`config.mk`:
```
export PLATFORM = sky130hd
export DESIGN_NAME = carry_chain_adder_flat
export DESIGN_NICKNAME = d
export VERILOG_FILES = /design/src/rtl/carry_chain_adder_if.sv /design/src/rtl/carry_chain_adder.sv /design/src/flat_wrapper.sv
export SDC_FILE = /design/constraint.sdc
export NUM_CORES = 1
export LEC_CHECK = 0
export BUFFER_PORTS_ARGS = -buffer_cell sky130_fd_sc_hd__buf_2
export CAP_MARGIN = 10
export CORE_UTILIZATION = 60
export DETAILED_ROUTE_END_ITERATION = 8
export GPL_ROUTABILITY_DRIVEN = 0
export GPL_TIMING_DRIVEN = 0
export PLACE_DENSITY = 0.82
export SLEW_MARGIN = 20
export SYNTH_ARGS = -nofsm -noshare
export SYNTH_HDL_FRONTEND = slang
export SYNTH_SLANG_ARGS = --single-unit
```
`constraint.sdc`:
```
create_clock -name CLK -period 2.9 [get_ports CLK]
set_input_delay 0.58 -clock CLK [delete_from_list [all_inputs] [get_ports CLK]]
set_output_delay 0.58 -clock CLK [all_outputs]
set_load 0.05 [all_outputs]
```
`src/rtl/carry_chain_adder_if.sv`:
```
// Handshake and operand/result bundle for carry_chain_adder.
// OV exists only when CARRY_CHAIN_ADDER_OVF_EN is defined.
interface carry_chain_adder_if #(
    parameter int unsigned WIDTH = 16,
    parameter int unsigned SEG   = 4
);
    localparam int unsigned NSEG = WIDTH / SEG;

    logic             IN_VALID;
    logic             IN_READY;
    logic [WIDTH-1:0] A;
    logic [WIDTH-1:0] DI;
    logic             CI;
    logic             CYINIT;
    logic             SUB;
    logic             OUT_VALID;
    logic             OUT_READY;
    logic [WIDTH-1:0] O;
    logic [NSEG-1:0]  CO;
`ifdef CARRY_CHAIN_ADDER_OVF_EN
    logic             OV;
`endif

    modport master (
        output IN_VALID, A, DI, CI, CYINIT, SUB, OUT_READY,
`ifdef CARRY_CHAIN_ADDER_OVF_EN
        input  OV,
`endif
        input  IN_READY, OUT_VALID, O, CO
    );

    modport slave (
        input  IN_VALID, A, DI, CI, CYINIT, SUB, OUT_READY,
`ifdef CARRY_CHAIN_ADDER_OVF_EN
        output OV,
`endif
        output IN_READY, OUT_VALID, O, CO
    );
endinterface

```
`src/rtl/carry_chain_adder.sv`:
```
// Pipelined segmented adder/subtractor: one SEG-bit carry segment per stage.
// Define CARRY_CHAIN_ADDER_OVF_EN to add the registered signed-overflow output OV.
module carry_chain_adder #(
    parameter int unsigned WIDTH = 16,
    parameter int unsigned SEG   = 4
) (
    input logic                CLK,
    input logic                RST_N,
    carry_chain_adder_if.slave bus
);
    localparam int unsigned NSEG = WIDTH / SEG;

    logic             advance;
    logic             cin;
    logic [SEG:0]     seg_sum;

    logic [WIDTH-1:0] a_d   [NSEG];
    logic [WIDTH-1:0] a_q   [NSEG];
    logic [WIDTH-1:0] b_d   [NSEG];
    logic [WIDTH-1:0] b_q   [NSEG];
    logic [WIDTH-1:0] s_d   [NSEG];
    logic [WIDTH-1:0] s_q   [NSEG];
    logic             cy_d  [NSEG];
    logic             cy_q  [NSEG];
    logic [NSEG-1:0]  co_d  [NSEG];
    logic [NSEG-1:0]  co_q  [NSEG];
    logic             vld_d [NSEG];
    logic             vld_q [NSEG];
`ifdef CARRY_CHAIN_ADDER_OVF_EN
    logic             ov_d;
    logic             ov_q;
`endif

    // Whole pipeline moves as one; a full output register freezes every stage.
    assign advance = !vld_q[NSEG-1] || bus.OUT_READY;

    always_comb begin
        cin      = bus.SUB | bus.CI | bus.CYINIT;
        a_d[0]   = bus.A;
        b_d[0]   = bus.SUB ? ~bus.DI : bus.DI;
        s_d[0]   = '0;
        co_d[0]  = '0;
        vld_d[0] = bus.IN_VALID;
        seg_sum  = {1'b0, bus.A[SEG-1:0]} + {1'b0, b_d[0][SEG-1:0]} + {{SEG{1'b0}}, cin};
        s_d[0][SEG-1:0] = seg_sum[SEG-1:0];
        cy_d[0]    = seg_sum[SEG];
        co_d[0][0] = seg_sum[SEG];
        // Stage k adds segment k using the carry registered by stage k-1;
        // higher operand bits and lower result bits ride along unchanged.
        for (int unsigned k = 1; k < NSEG; k++) begin
            a_d[k]   = a_q[k-1];
            b_d[k]   = b_q[k-1];
            s_d[k]   = s_q[k-1];
            co_d[k]  = co_q[k-1];
            vld_d[k] = vld_q[k-1];
            seg_sum  = {1'b0, a_q[k-1][k*SEG +: SEG]} + {1'b0, b_q[k-1][k*SEG +: SEG]}
                     + {{SEG{1'b0}}, cy_q[k-1]};
            s_d[k][k*SEG +: SEG] = seg_sum[SEG-1:0];
            cy_d[k]    = seg_sum[SEG];
            co_d[k][k] = seg_sum[SEG];
        end
    end

`ifdef CARRY_CHAIN_ADDER_OVF_EN
    // Same-sign operands giving a different-sign result is equivalent to
    // carry-into-MSB XOR carry-out-of-MSB.
    always_comb begin
        ov_d = (a_d[NSEG-1][WIDTH-1] == b_d[NSEG-1][WIDTH-1])
            && (s_d[NSEG-1][WIDTH-1] != a_d[NSEG-1][WIDTH-1]);
    end
`endif

    always_ff @(posedge CLK or negedge RST_N) begin
        if (!RST_N) begin
            for (int unsigned k = 0; k < NSEG; k++) begin
                a_q[k]   <= '0;
                b_q[k]   <= '0;
                s_q[k]   <= '0;
                cy_q[k]  <= 1'b0;
                co_q[k]  <= '0;
                vld_q[k] <= 1'b0;
            end
`ifdef CARRY_CHAIN_ADDER_OVF_EN
            ov_q <= 1'b0;
`endif
        end else if (advance) begin
            for (int unsigned k = 0; k < NSEG; k++) begin
                a_q[k]   <= a_d[k];
                b_q[k]   <= b_d[k];
                s_q[k]   <= s_d[k];
                cy_q[k]  <= cy_d[k];
                co_q[k]  <= co_d[k];
                vld_q[k] <= vld_d[k];
            end
`ifdef CARRY_CHAIN_ADDER_OVF_EN
            ov_q <= ov_d;
`endif
        end
    end

    assign bus.IN_READY  = advance;
    assign bus.OUT_VALID = vld_q[NSEG-1];
    assign bus.O         = s_q[NSEG-1];
    assign bus.CO        = co_q[NSEG-1];
`ifdef CARRY_CHAIN_ADDER_OVF_EN
    assign bus.OV        = ov_q;
`endif

endmodule

```
`src/flat_wrapper.sv`:
```
// flat-port wrapper written by rule: the top's interface ports become plain ports
module carry_chain_adder_flat 
#(
    parameter int unsigned WIDTH = 16,
    parameter int unsigned SEG   = 4
)
  (CLK, RST_N, bus_IN_VALID, bus_A, bus_DI, bus_CI, bus_CYINIT, bus_SUB, bus_OUT_READY, bus_IN_READY, bus_OUT_VALID, bus_O, bus_CO);
  carry_chain_adder_if #(.WIDTH(WIDTH), .SEG(SEG)) bus_i ();
  input logic CLK;
  input logic RST_N;
  input wire logic [$bits(bus_i.IN_VALID)-1:0] bus_IN_VALID;
  input wire logic [$bits(bus_i.A)-1:0] bus_A;
  input wire logic [$bits(bus_i.DI)-1:0] bus_DI;
  input wire logic [$bits(bus_i.CI)-1:0] bus_CI;
  input wire logic [$bits(bus_i.CYINIT)-1:0] bus_CYINIT;
  input wire logic [$bits(bus_i.SUB)-1:0] bus_SUB;
  input wire logic [$bits(bus_i.OUT_READY)-1:0] bus_OUT_READY;
  output wire logic [$bits(bus_i.IN_READY)-1:0] bus_IN_READY;
  output wire logic [$bits(bus_i.OUT_VALID)-1:0] bus_OUT_VALID;
  output wire logic [$bits(bus_i.O)-1:0] bus_O;
  output wire logic [$bits(bus_i.CO)-1:0] bus_CO;
  assign bus_i.IN_VALID = bus_IN_VALID;
  assign bus_i.A = bus_A;
  assign bus_i.DI = bus_DI;
  assign bus_i.CI = bus_CI;
  assign bus_i.CYINIT = bus_CYINIT;
  assign bus_i.SUB = bus_SUB;
  assign bus_i.OUT_READY = bus_OUT_READY;
  assign bus_IN_READY = bus_i.IN_READY;
  assign bus_OUT_VALID = bus_i.OUT_VALID;
  assign bus_O = bus_i.O;
  assign bus_CO = bus_i.CO;
  carry_chain_adder #(.WIDTH(WIDTH), .SEG(SEG)) u_core (.CLK(CLK), .RST_N(RST_N), .bus(bus_i));
endmodule
```
==> results.cfg, run 1 <==
[status]
status = finished, final reports clean

[global_route]
grt_pass1_wl_um = 14500
grt_overflow = 0
antenna_found_initial = 0
grt_pass1_vias = 3128
grt_start_max_net_pins = 70
track_usage = 0.250

[clock_network]
clock-sinks = 102
cts_buffers = 9
cts_root_buf = clkbuf_8
cts-resized-gates = 0
worst_skew_pair.late_latency_ns = 0.37
clk_pin_slew_ns = 0.10
cts_setup_buffers = 0
clockBufferDepth = 2
cts_tree = yes
cts_hold_buffers = 0
h-tree-depth = 3

[timing]
finalHoldViolations = 0
period_needed_ns = 2.12
setup-tns-final_ns = 0
slew_headroom = 0.712
fmax_mhz = 472
skew_ns = 0.00817
rsz0062_at_grt = false
post-route-period-util = 0.730
tightest_slew_ns = 0.432
drv_slew = 0
setup_viol = 0

[die]
ios = 61
die_w_um = 88.3
start_util = 0.619
core_area_um2 = 7210
die_h_um = 88.3
die_area_um2 = 7800
fp-row-count = 31

[synthesis]
ys.flop_type = dfrtp_1
async_flop_share = 1.00
synth-edff-count = 0
netlist_area_um2 = 4470
synth_warnings = 0
synthCells = 474
syn-num-nets = 533
synth_area_per_cell_um2 = 9.43
yosys.cell_types.count = 22
ys_seq_area_frac = 0.571
synth-seq-cells = 102

[worst_setup_path]
path_class = primary input to flip-flop
worstSetupStartpoint = bus_SUB
crit_chain = buf_6 -> or3_1 -> fa_1 -> fa_1 -> a21o_1 -> a21oi_1 -> a21oi_1
r2r_cells = 5
required_ns = 3.15
slowest_delay_ns = 0.41
cp-start-kind = primary input
reg2reg_slack_ns = 1.09
crit_slowest_cell = fa_1
r2r_start = u_core.cy_q[2]$_DFFE_PN0P_
crit_path_max_fanout = 8
crit_end = u_core.co_d[8]$_DFFE_PN0P_
r2r-end = u_core.cy_q[1]$_DFFE_PN0P_
end_kind = flip-flop
cp_data_arrival_time_ns = 2.36

[routing]
drcViolationCount = 0
wirelength_um = 8650
wl_per_cell_um = 13.3
drt_iter0_drc = 214
ant_nets = 0
vias_per_cell = 5.03
first_pass_iters = 4
num_vias = 3258

[final_layout]
area_growth_syn_to_layout_pct = 14.0
nets = 604
layout.area.seq_um2 = 2550
final_common_cell = nand2_1
multi_input_comb_area_um2 = 1710
n_fill_cell = 591
postLayoutCellArea_um2 = 5090
final_cell_mix = nand2_1 (239), dfrtp_1 (102), buf_2 (67)
drive_gt1_frac = 0.182
antenna_cells = 0

[pwr]
vdd_drop_max_mv = 0.465
power_mw = 5.58
leakage_nw = 2.74
cellPowerDensity_nw_per_um2 = 1090

[hold_path]
hp-class = primary input to async pin

[place]
placed_cell_area_um2 = 4920
hpwl_um = 6300
port_buffers = 59

[run]
maxCapViolations = 0
## per-stage QoR
stage | cells | utilization | setup slack (ns) | hold slack [ns]
2_1_floorplan | 474 | - | 0.528 | 0.284
3_3_place_gp | 632 | 0.677 | 0.256 | 0.444
3_5_place_dp | 633 | 0.682 | 0.416 | 0.449
4_1_cts | 648 | 0.706 | 0.804 | 0.0856
5_1_grt | 648 | 0.706 | 0.698 | 0.0954
6_report | 648 | 0.706 | 0.783 | 0.0815
## worst max-delay path, delay by kind of cell
family	cells	cell delay, ns
adders and majority gates	2	0.82
AOI/OAI and AO/OA	3	0.46
buffers and inverters	1	0.12
and+or+nand+nor	1	0.38
## sequential cells by signal, summed over array words and instances (netlist names), 2 cells and up
signal and flops:
u_core.bus.CO 4, u_core.co_d 4, u_core.vld_d 3, u_core.cy_q 2, u_core.s_d 24, u_core.bus.O 16
u_core.a_d 24, u_core.b_d 24
## routing by layer
layer	vias up	routed length [µm]	GRT usage
li1	1608	-	-
met1	1550	3910	0.351
met2	86	4180	0.390
met3	14	425	0.0513
met4	0	130	0.0894
met5	-	0	0
## report_power, final
group	internal, mW	switching (mW)	total, mW
clock network	0.333	0.481	0.814
logic	0.808	1.54	2.34
registers	2.06	0.365	2.42
total	3.20	2.38	5.58
## final cells by class
cell class / instances / share of cell area
Multi-Input combinational cell: 339 / 0.335
Inverter: 9 / 0.00663
Timing Repair Buffer: 60 / 0.0646
Buffer: 24 / 0.0339
Sequential cell: 102 / 0.501
Clock buffer: 10 / 0.0270
Clock inverter: 5 / 0.00712
Tap cell: 99 / 0.0243
## cells in the mapped netlist (all sizes together), types with 3 or more instances
| cell type | count | share of area |
|---|---|---|
| a21oi | 12 | 0.013 |
| ha | 12 | 0.034 |
| xnor2 | 13 | 0.025 |
| a21o | 6 | 0.010 |
| o21ai | 27 | 0.030 |
| inv | 9 | 0.0076 |
| nor2b | 3 | 0.0059 |
| xor2 | 9 | 0.018 |
| dfrtp | 102 | 0.57 |
| buf | 23 | 0.038 |
| fa | 8 | 0.036 |
| nor2 | 8 | 0.0067 |
| nand2 | 239 | 0.20 |
## cells by family (layout without fill, tap and decap cells)
group | count (synthesis) | count (layout) | share of synthesized area
simple gates | 252 | 252 | 0.216
compound gates | 45 | 45 | 0.0538
fa+ha+maj | 20 | 20 | 0.0694
buf+inv | 33 | 108 | 0.0462
flops | 102 | 102 | 0.571
xor+xnor | 22 | 22 | 0.0431
## worst min path at each step
stage | start | endpoint | cells past startpoint
floorplan | RST_N | u_core.a_d[12]$_DFFE_PN0P_ | 0
CTS | RST_N | u_core.bus.CO[2]$_DFFE_PN0P_ | 1
global placement | u_core.vld_d[0]$_DFFE_PN0P_ | u_core.vld_d[0]$_DFFE_PN0P_ | 2
detailed placement | u_core.vld_d[0]$_DFFE_PN0P_ | u_core.vld_d[0]$_DFFE_PN0P_ | 2
finish | RST_N | u_core.bus.CO[2]$_DFFE_PN0P_ | 1
global route | RST_N | u_core.bus.O[11]$_DFFE_PN0P_ | 1
No activity file was read; power rests on OpenSTA's default activity.
==> inputs of run 2 (changes only) <==
- ABC_AREA: unset -> 1
- CORE_UTILIZATION: 60 -> 57
- PLACE_DENSITY: 0.82 -> 0.78
- clock period: 2.9 -> 2.15 ns (I/O delays scaled with it)
==> results.cfg, run 2 <==
[status]
status = finished, final reports clean

[die]
ios = 61
core_area_um2 = 7730
die_area_um2 = 8360
die_h_um = 91.5
start_util = 0.590
fp-row-count = 32
die_w_um = 91.5

[worst_setup_path]
path_class = flip-flop to primary output
end_kind = primary output
cp-start-kind = flip-flop
cp_data_arrival_time_ns = 1.64
r2r_start = u_core.cy_q[2]$_DFFE_PN0P_
crit_path_max_fanout = 10
required_ns = 1.72
worstSetupStartpoint = u_core.bus.OUT_VALID$_DFFE_PN0P_

[synthesis]
async_flop_share = 1.00
synthCells = 506
syn-num-nets = 565
ys.flop_type = dfrtp_1
synth_area_leaders = dfrtp_1 (56%), nand2_1 (18%), o21ai_0 (4.7%)
synth-edff-count = 0
netlist_area_um2 = 4560
synth_warnings = 0
synth_area_per_cell_um2 = 9.02
post-synth-top-count-cell = nand2_1
yosys.cell_types.count = 21
synth_common_cells = nand2_1 (213), dfrtp_1 (102), o21ai_0 (43), inv_1 (38), nand3_1 (16)
yosys.area.top_type = dfrtp_1
yosysTopAreaCellShare = 0.560
synth-seq-cells = 102
ys_seq_area_frac = 0.560

[routing]
first_pass_iters = 5
ant_nets = 0
vias_per_cell = 5.06
wl_per_cell_um = 13.8
wirelength_um = 9450
drcViolationCount = 0
num_vias = 3466
drt_iter0_drc = 197

[final_layout]
finish.utilization = 0.676
final_common_cell = nand2_1
final_cell_mix = nand2_1 (213), dfrtp_1 (102), buf_2 (71)
drive_gt1_frac = 0.168
nets = 637
area_growth_syn_to_layout_pct = 14.5
antenna_cells = 0

[timing]
drv_slew = 0
skew_ns = 0.00865
finalHoldViolations = 0
setup_viol = 0
tightest_slew_ns = 0.566
post-route-period-util = 0.961
slew_headroom = 0.623
fin_hold_ws_ns = 0.248
setup_slack_ns = 0.0847
rsz0062_at_grt = false
fmax_mhz = 484
period_needed_ns = 2.07

[clock_network]
cts_root_buf = clkbuf_8
worst_skew_pair.late_latency_ns = 0.37
h-tree-depth = 3
clockBufferDepth = 2
cts_tree = yes
cts_buffers = 9
clock-sinks = 102
clk_pin_slew_ns = 0.10
cts_setup_buffers = 0

[global_route]
grt_pass1_wl_um = 16500
antenna_found_initial = 0
grt_overflow = 0
grt_pass1_vias = 3529
track_usage = 0.255
grt_start_max_net_pins = 81

[pwr]
power_switching_mw = 3.42
vdd_drop_max_mv = 0.518
power_frac_comb = 0.433
leakage_nw = 2.77
clkPwrFrac = 0.152
cellPowerDensity_nw_per_um2 = 1500
power_frac_seq = 0.416
p_int_mw = 4.40
swShare = 0.437

[place]
hpwl_um = 6600
port_buffers = 59
preCtsSetupSlack_ns = -0.120

[hold_path]
hp-class = primary input to flip-flop
hold_start = bus_A[12]

[run]
maxCapViolations = 0
## run 2: cell count changes in the layout (fill, tap and decap cells not counted), moves of 3 or more
cell      before  now
inv_1          8   38
nand2_1      239  213
o21ai_0       23   43
nand3_1        0   16
buf_4         10    1
a21o_1         6    0
nor2_1         8   14
xor2_1         9    4
a21oi_1       12    8
buf_2         67   71
clkbuf_1       1    5
buf_6          4    7
## run 2: cell families after synthesis
kind of cell | count (synthesis) | share of synthesized area
AO/OA/AOI/OAI | 59 | 0.0658
XOR/XNOR | 16 | 0.0307
adder cells (fa/ha/maj) | 20 | 0.0680
buffers and inverters | 63 | 0.0664
flip-flops | 102 | 0.560
AND/OR/NAND/NOR | 246 | 0.210
## run 2: per-layer routing
| metal | share of wire | routed length, µm | GRT usage |
|---|---|---|---|
| met1 | 0.45 | 4220 | 0.344 |
| met2 | 0.48 | 4570 | 0.411 |
| met3 | 0.048 | 453 | 0.0410 |
| met4 | 0.021 | 200 | 0.110 |
| met5 | 0 | 0 | 0 |
## run 2: layout make-up
cell class	instances	area (µm²)
Clock buffer	11	131
Sequential cell	102	2550
Clock inverter	5	60.1
Tap cell	102	128
Timing Repair Buffer	61	342
Buffer	24	156
Multi-Input combinational cell	341	1710
Inverter	39	146
Fill cell	624	2500
## run 2: final timing paths
| kind | endpoint | slack, ns | depth (start not counted) |
|---|---|---|---|
| worst max-delay path | bus_IN_READY | 0.08 | 6 |
| worst max register to register | u_core.cy_q[1]$_DFFE_PN0P_ | 0.39 | 6 |
| worst min register to register | u_core.b_d[27]$_DFFE_PN0P_ | 0.48 | 2 |
| max in group asynchronous | u_core.b_d[39]$_DFFE_PN0P_ | 1.06 | 3 |
| min in group asynchronous | u_core.a_d[31]$_DFFE_PN0P_ | 0.46 | 2 |
| worst min-delay path | u_core.a_d[44]$_DFFE_PN0P_ | 0.25 | 3 |
## run 2: power groups by stage
| stage | combinational, mW | sequential, mW | clock (mW) |
|---|---|---|---|
| final | 3.38 | 3.25 | 1.19 |
| after floorplan | 1.85 | 3.85 | 0 |
| after global placement | 3.21 | 3.25 | 0 |
| after detailed placement | 3.36 | 3.29 | 0 |
| after CTS | 3.39 | 3.25 | 1.20 |
| after global routing | 3.80 | 3.35 | 1.28 |
## run 2: worst max-delay path, cell delays in order, from the launching register on
cell,delay [ns]
dfrtp_1,0.39
inv_1,0.09
nor2_4,0.05
inv_2,0.08
buf_6,0.16
buf_2,0.22
clkbuf_4,0.26
## run 2: metrics by stage
| stage | power, mW | cells | TNS, ns | instance area [µm²] |
|---|---|---|---|---|
| after floorplan | 5.70 | 506 | 0 | 4560 |
| after global placement | 6.46 | 667 | -35.46 | 4990 |
| after detailed placement | 6.65 | 668 | -0.160 | 5020 |
| after CTS | 7.84 | 685 | 0 | 5220 |
| after global routing | 8.44 | 685 | 0 | 5230 |
| final | 7.82 | 685 | 0 | 5230 |
## run 2: repair_timing
action                                  4_1_cts  5_1_grt
resized for setup                             0        1
endpoints found under the setup margin        0        1
hold endpoints to repair                     22        0
hold buffers                                  1        0
==> inputs of run 3 (changes only) <==
- ABC_AREA: 1 -> 0
- CORE_ASPECT_RATIO: unset -> 1.75
==> results.cfg, run 3 (synthesized netlist as in run 1, its figures left out) <==
[clock_network]
clk_pin_slew_ns = 0.06
clockBufferDepth = 2
h-tree-depth = 3
cts-resized-gates = 0
cts_setup_buffers = 0
cts_root_buf = clkbuf_16
cts_tree = yes
worst_skew_pair.late_latency_ns = 0.34
cts_buffers = 9
clock-sinks = 102

[pwr]
swShare = 0.416
p_int_mw = 4.70
power_mw = 8.06
power_frac_seq = 0.411
vdd_drop_max_mv = 0.629
power_switching_mw = 3.36
clkPwrFrac = 0.185
power_frac_comb = 0.404
cellPowerDensity_nw_per_um2 = 1550
leakage_nw = 2.78

[global_route]
grt_pass1_vias = 3263
grt_start_max_net_pins = 84
grt_pass1_wl_um = 15600
grt_overflow = 0
track_usage = 0.266
antenna_found_initial = 0

[die]
die_area_um2 = 8210
fp-row-count = 42
die_h_um = 119
ios = 61
die_w_um = 68.9
core_area_um2 = 7570
start_util = 0.590

[timing]
slew_headroom = 0.683
finalHoldViolations = 0
fin_hold_ws_ns = 0.278
setup_viol = 0
period_needed_ns = 1.90
post-route-period-util = 0.882
tightest_slew_ns = 0.475
rsz0062_at_grt = false
drv_slew = 0
fmax_mhz = 527
skew_ns = 0.00271

[routing]
num_vias = 3301
ant_nets = 0
wl_per_cell_um = 14.9
drcViolationCount = 0
vias_per_cell = 5.17
drt_iter0_drc = 309
wirelength_um = 9550
first_pass_iters = 4

[worst_setup_path]
crit_slowest_cell = dfrtp_1
cp-start-kind = flip-flop
slowest_delay_ns = 0.37
crit_family = buffers and inverters
crit_path_frequent_cell = buf_2
crit_chain = nor2b_4 -> inv_2 -> buf_2 -> buf_2
required_ns = 1.72
end_kind = primary output
path_class = flip-flop to primary output
cp_data_arrival_time_ns = 1.47
critPathBufInv = 3
crit_path_max_fanout = 10

[final_layout]
drive_gt1_frac = 0.183
fin_cells = 639
area_growth_syn_to_layout_pct = 16.2
final_cell_mix = nand2_1 (239), dfrtp_1 (102), buf_2 (67)
final_common_cell = nand2_1
antenna_cells = 0
nets = 605

[place]
port_buffers = 59
dp_cells = 622
hpwl_um = 6880

[hold_path]
hp-class = primary input to flip-flop

[run]
maxCapViolations = 0

[status]
status = finished, final reports clean
[run 3: changes by cell type in the layout (fill, tap and decap cells not counted), sizes merged, moves of 4 or more]
cell	delta
a21o	+6
nand3	-16
inv	-30
a21oi	+4
xor2	+5
nor2	-7
nand2	+26
o21ai	-22
[run 3: worst reg2reg max path, delay by kind of cell (launching register included)]
kind / cells / cell delay [ns]
flops: 1 / 0.42
compound gates: 3 / 0.42
fa+ha+maj: 2 / 0.90
[run 3: power by group through the flow]
stage	Sequential, mW	Clock (mW)	Combinational (mW)
after floorplan	3.86	0	1.75
final	3.31	1.49	3.26
after CTS	3.31	1.50	3.29
after detailed placement	3.34	0	3.26
after global routing	3.41	1.59	3.60
after global placement	3.30	0	3.12
[run 3: layout make-up]
cell class              count  area, µm²
fillers                   620       2380
multi-input cells         339       1710
clock buffers              12        246
clock inverters             4       22.5
well taps                  88        110
repair buffers             61        339
flip-flops and latches    102       2550
plain buffers              24        173
inverters                   9       33.8
[run 3: what timing repair did]
item,in CTS,in global routing
hold endpoints to repair,19,0
endpoints found under the setup margin,0,0
hold buffers,1,0
[run 3: stage by stage]
step / instance area [µm²] / TNS (ns) / utilization / setup WS, ns
after floorplan: 4470 / 0 / - / 0.0262
after global placement: 4880 / -35.33 / 0.645 / -0.353
after detailed placement: 4910 / -0.0973 / 0.649 / -0.0973
after CTS: 5190 / 0 / 0.686 / 0.249
after global routing: 5190 / 0 / 0.686 / 0.169
final: 5190 / 0 / 0.686 / 0.254
[run 3: path summary, 6_finish.rpt]
path / slack, ns / cells past startpoint / endpoint / startpoint
max in group asynchronous: 1.01 / 3 / u_core.b_d[13]$_DFFE_PN0P_ / RST_N
min in group asynchronous: 0.49 / 2 / u_core.bus.O[8]$_DFFE_PN0P_ / RST_N
setup reg to reg: 0.29 / 5 / u_core.cy_q[1]$_DFFE_PN0P_ / u_core.cy_q[2]$_DFFE_PN0P_
hold / removal: 0.28 / 3 / u_core.a_d[41]$_DFFE_PN0P_ / bus_A[9]
hold reg to reg: 0.46 / 2 / u_core.bus.O[12]$_DFFE_PN0P_ / u_core.bus.O[12]$_DFFE_PN0P_
setup / recovery: 0.25 / 4 / bus_IN_READY / u_core.bus.OUT_VALID$_DFFE_PN0P_
[run 3: layer usage]
layer | track usage | share of wire
met1 | 0.319 | 0.39
met2 | 0.433 | 0.53
met3 | 0.0393 | 0.033
met4 | 0.158 | 0.048
met5 | 0 | 0
